<file path="src/rtl/serial_addsub.sv">
// Bit-serial two's-complement add/subtract with carry, overflow and zero flags; SERIAL_ADDSUB_2BIT_EN doubles the bits per cycle.
// Latency: done is high in the cycle after the WIDTH-th edge following start (WIDTH/2 with SERIAL_ADDSUB_2BIT_EN).
// Backpressure: none; start while busy is dropped, and start during done begins the next operation at once.
module serial_addsub #(
  parameter int WIDTH = 32
) (
  input  logic             clk,
  input  logic             reset,
  input  logic             start,
  input  logic             sub,
  input  logic [WIDTH-1:0] a,
  input  logic [WIDTH-1:0] b,
  output logic             busy,
  output logic             done,
  output logic [WIDTH-1:0] result,
  output logic             carryout,
  output logic             overflow,
  output logic             zero
);

`ifdef SERIAL_ADDSUB_2BIT_EN
  localparam int SH = 2;
`else
  localparam int SH = 1;
`endif
  localparam int STEPS = WIDTH / SH;
  localparam int CW = $clog2(STEPS + 1);
  localparam logic [CW-1:0] LAST = CW'(STEPS - 1);

  if (WIDTH < 2) begin : g_width_chk
    $error("serial_addsub: WIDTH must be at least 2");
  end
`ifdef SERIAL_ADDSUB_2BIT_EN
  if (WIDTH % 2 != 0) begin : g_even_chk
    $error("serial_addsub: WIDTH must be even when two bits are processed per cycle");
  end
`endif

  typedef enum logic [1:0] {IDLE, RUN, DONE} state_t;

  state_t           state, state_nxt;
  logic             load, step, last;
  logic [WIDTH-1:0] a_sr, b_sr, res_sr, res_nxt;
  logic             carry, c_out, ovf_cin;
  logic [CW-1:0]    cnt;

  assign last = (cnt == LAST);
  assign busy = (state == RUN);
  assign done = (state == DONE);

  always_ff @(posedge clk) begin
    if (reset) state <= IDLE;
    else       state <= state_nxt;
  end

  always_comb begin
    state_nxt = state;
    load      = 1'b0;
    step      = 1'b0;
    case (state)
      IDLE, DONE: begin
        if (start) begin
          load      = 1'b1;
          state_nxt = RUN;
        end else begin
          state_nxt = IDLE;
        end
      end
      RUN: begin
        step = 1'b1;
        if (last) state_nxt = DONE;
      end
      default: state_nxt = IDLE;
    endcase
  end

`ifdef SERIAL_ADDSUB_2BIT_EN
  logic s0, s1, c_mid;

  // Two chained slices; the lower slice's carry is the carry into the MSB on the final step.
  always_comb begin
    s0      = a_sr[0] ^ b_sr[0] ^ carry;
    c_mid   = (a_sr[0] & b_sr[0]) | ((a_sr[0] ^ b_sr[0]) & carry);
    s1      = a_sr[1] ^ b_sr[1] ^ c_mid;
    c_out   = (a_sr[1] & b_sr[1]) | ((a_sr[1] ^ b_sr[1]) & c_mid);
    res_nxt = (res_sr >> 2) | (WIDTH'({s1, s0}) << (WIDTH - 2));
    ovf_cin = c_mid;
  end
`else
  logic s0, cin_msb;

  always_comb begin
    s0      = a_sr[0] ^ b_sr[0] ^ carry;
    c_out   = (a_sr[0] & b_sr[0]) | ((a_sr[0] ^ b_sr[0]) & carry);
    res_nxt = (res_sr >> 1) | (WIDTH'(s0) << (WIDTH - 1));
    ovf_cin = cin_msb;
  end

  // Carry produced by bit WIDTH-2 feeds the MSB slice on the next step.
  always_ff @(posedge clk) begin
    if (reset)                                 cin_msb <= 1'b0;
    else if (step && cnt == CW'(WIDTH - 2))    cin_msb <= c_out;
  end
`endif

  // The working shift register is separate from result so outputs hold during RUN.
  always_ff @(posedge clk) begin
    if (reset) begin
      a_sr     <= '0;
      b_sr     <= '0;
      res_sr   <= '0;
      carry    <= 1'b0;
      cnt      <= '0;
      result   <= '0;
      carryout <= 1'b0;
      overflow <= 1'b0;
      zero     <= 1'b0;
    end else if (load) begin
      a_sr  <= a;
      b_sr  <= sub ? ~b : b;
      carry <= sub;
      cnt   <= '0;
    end else if (step) begin
      a_sr   <= a_sr >> SH;
      b_sr   <= b_sr >> SH;
      res_sr <= res_nxt;
      carry  <= c_out;
      cnt    <= cnt + CW'(1);
      if (last) begin
        result   <= res_nxt;
        carryout <= c_out;
        overflow <= ovf_cin ^ c_out;
        zero     <= (res_nxt == '0);
      end
    end
  end

endmodule

</file>
<file path="config.mk">
export PLATFORM = sky130hd
export DESIGN_NAME = serial_addsub
export DESIGN_NICKNAME = d
export VERILOG_FILES = /design/src/rtl/serial_addsub.sv
export SDC_FILE = /design/constraint.sdc
export NUM_CORES = 1
export LEC_CHECK = 0
export ABC_AREA = 1
export BUFFER_PORTS_ARGS = -buffer_cell sky130_fd_sc_hd__buf_2
export CAP_MARGIN = 20
export CORE_ASPECT_RATIO = 2
export CORE_UTILIZATION = 55
export CTS_CLUSTER_DIAMETER = 120
export DETAILED_ROUTE_END_ITERATION = 16
export HOLD_SLACK_MARGIN = 0.15
export PLACE_DENSITY = 0.79
export SYNTH_ARGS = -nofsm -noshare
export SYNTH_HDL_FRONTEND = slang
export SYNTH_SLANG_ARGS = --single-unit
</file>
<file path="constraint.sdc">
create_clock -name clk -period 2 [get_ports clk]
set_clock_uncertainty 0.2 [all_clocks]
set_input_delay 0.6 -clock clk [delete_from_list [all_inputs] [get_ports clk]]
set_output_delay 0.6 -clock clk [all_outputs]
set_load 0.05 [all_outputs]
</file>
==> metrics.yaml <==
status: "completed"
cap_violations: 0
first_pass_iters: 5
final_area_sq_um: 7000
path_max_fanout: 4
grt_pass1_wl_um: 21700
vias_per_cell: 5.29
pwr-share-seq_pct: 44.9
io_pins: 105
hpwlAfterDp_um: 8770
cts_buffers: 17
die_x_um: 74.4
rsz0062_at_grt: "no"
clkPwrFrac_pct: 44.1
switching_power_w: 0.00173
antenna_cells: 0
post_cts_buffers: 0
hp-start: "a[19]"
worstPathRequired_ns: 1.20
clk_latency_ns: 0.42
dieArea_sq_um: 10900
drive_gt1_share_pct: 18.9
vdd_drop_max_v: 0.000676
ys_warn_count: 0
syn_to_final_growth_pct: 21.5
grt_start_max_net_pins: 65
yosys.area.top_type: "dfxtp_1"
powerDensity_nw_per_um2: 984
criticalPathCategory: "register to output pin"
switching_share_pct: 25.1
grt_pass1_vias: 5015
fill_cells: 841
start_kind: "register"
fin_tns_setup_ns: 0
postSynthCellCount: 770
synth-edff-count: 0
htree_levels: 4
start_util_pct: 56.8
slew_headroom_pct: 74.6
synth_nets: 841
ys_types: 27
r2r_cells: 8
portBuffers: 104
setup_violations: 0
first_iter_violations: 240
power_w: 0.00688
ant_nets: 0
yosysSeqAreaShare_pct: 48.6
synth_ff_type: "dfxtp_1"
hold_path.class: "input pin to register"
worst_r2r_endpoint: "carryout$_SDFFE_PP0P_"
combPwrFrac_pct: 11.0
die_h_um: 147
clockBufferDepth: 2
internal_power_w: 0.00516
grt_overflow: 0
min_period_ns: 1.95
dpl_cell_area_sq_um: 6400
tightestPinTransition_ns: 0.381
cts.sinks: 140
r2r_slack_ns: 0.28
rr_startpoint: "state[0]$_SDFFE_PP0P_"
final-seq-area_sq_um: 2810
nNetsFinal: 929
clockRootBuffer: "clkbuf_16"
drc: 0
maxSlewViolCount: 0
synth_top_cell_area_share_pct: 48.6
p_leak_nw: 3.13
cp-end-kind: "output pin"
ys_top_cells_by_area: "dfxtp_1 (49%), nand2_1 (13%), nor2_1 (8.7%), o21ai_0 (6.7%), xor2_1 (4.9%)"
clkTransAtPathRegs_ns: 0.06
synth_area_per_cell_sq_um: 7.48
hold_viol_final: 0
antenna_found_initial: 0
rows: 52
multi_input_area_sq_um: 2660
yosys.cell_count.top_type: "nand2_1"
synthArstFlopShare_pct: 0
whs_endpoint: "a_sr[19]$_SDFFE_PP0P_"
wirelength_um: 13200
num_vias: 5320
gp_congestion: 0.795
post_drt_wl_per_cell_um: 13.1
cp.arrival_ns: 1.15
clock.fmax_ghz: 0.514
syn-cell-area_sq_um: 5760
coreArea_sq_um: 10100
worstHoldPathCells: 3
synth_common_cells: "nand2_1 (203), dfxtp_1 (140), nor2_1 (133)"
grt.total_usage_pct: 25.2
period_share_pct: 97.3
cts_tree: "built"
synth-seq-cells: 140
worst max-delay path: stages, from the launching register on:
cell     delay [ns]
dfxtp_2        0.38
inv_2          0.09
nor2_8         0.11
buf_8          0.16
cell type report:
cell class	instances	share of cell area [%]
clock buffers	20	6.52
clock inverters	11	1.72
inverters	14	0.769
multi-input cells	566	37.9
flip-flops and latches	140	40.1
well taps	135	2.41
repair buffers	119	10.5
metal layers:
metal	wire (um)	vias up	track usage (%)
met5	0	-	0
met4	401	0	12.8
met3	437	30	5.28
met2	7070	143	43.8
met1	5290	2473	27.8
li1	-	2674	-
how the worst max path moves through the flow:
stage | start | end | slack [ns]
5_1_grt | state[0]$_SDFFE_PP0P_ | busy | 0.007
3_5_place_dp | state[0]$_SDFFE_PP0P_ | carryout$_SDFFE_PP0P_ | 0.26
4_1_cts | state[0]$_SDFFE_PP0P_ | busy | -0.004
2_1_floorplan | state[1]$_SDFFE_PP0P_ | done | 0.05
6_report | state[0]$_SDFFE_PP0P_ | busy | 0.05
3_3_place_gp | state[1]$_SDFFE_PP0P_ | done | 0.29
power groups by stage:
stage,Clock (W),Combinational [W],Sequential [W]
finish,0.00303,0.000759,0.00309
global placement,0,0.000722,0.00314
detailed placement,0,0.000745,0.00315
global route,0.00320,0.000850,0.00311
floorplan,0,0.000532,0.00311
CTS,0.00307,0.000758,0.00309
layout by cell type (no fill, tap or decap), types with 2 or more instances in the layout:
cell type and count:
clkinvlp_4 3, clkbuf_16 17, inv_1 9, xor2_1 32, a31oi_1 33, o21ai_0 77, buf_4 8, clkinv_4 2
nand2_4 3, clkinv_2 5, nor2_2 3, ha_1 2, dfxtp_1 138, nor2_1 132, nand4_1 2, nor3_1 20
a21oi_1 21, nand3_1 33, buf_2 102, clkbuf_8 2, bufinv_16 2, buf_12 7, inv_2 3, nand2_1 203
state kept, by name, indices dropped and copies added (netlist names):
register  count
carryout      1
a_sr         32
result       32
zero          1
cin_msb       1
cnt           6
overflow      1
res_sr       31
b_sr         32
state         2
carry         1
cells by family (layout without fill, tap and decap cells):
kind of cell / Yosys count / in the layout / synth area share [%]
fa+ha+maj: 3 / 3 / 0.782
flops: 140 / 140 / 48.6
compound gates: 132 / 132 / 12.2
xor+xnor: 32 / 32 / 4.86
simple gates: 399 / 399 / 28.2
buf+inv: 64 / 164 / 5.32
repair_timing:
action                                  CTS  global route
hold endpoints to repair                  0             0
pin swaps                                 0             0
resized for setup                         6             3
hold buffers                              0             0
endpoints found under the setup margin    2             2
per-stage QoR:
step	instances	util (%)	worst slack, ns	hold slack, ns
floorplan	770	-	0.0502	0.239
global route	1005	69.0	0.00748	0.233
finish	1005	69.0	0.0531	0.230
global placement	974	63.0	0.289	0.253
CTS	1005	68.9	-0.00351	0.226
detailed placement	974	63.0	0.258	0.255
Power figures use the tool's default switching activity.
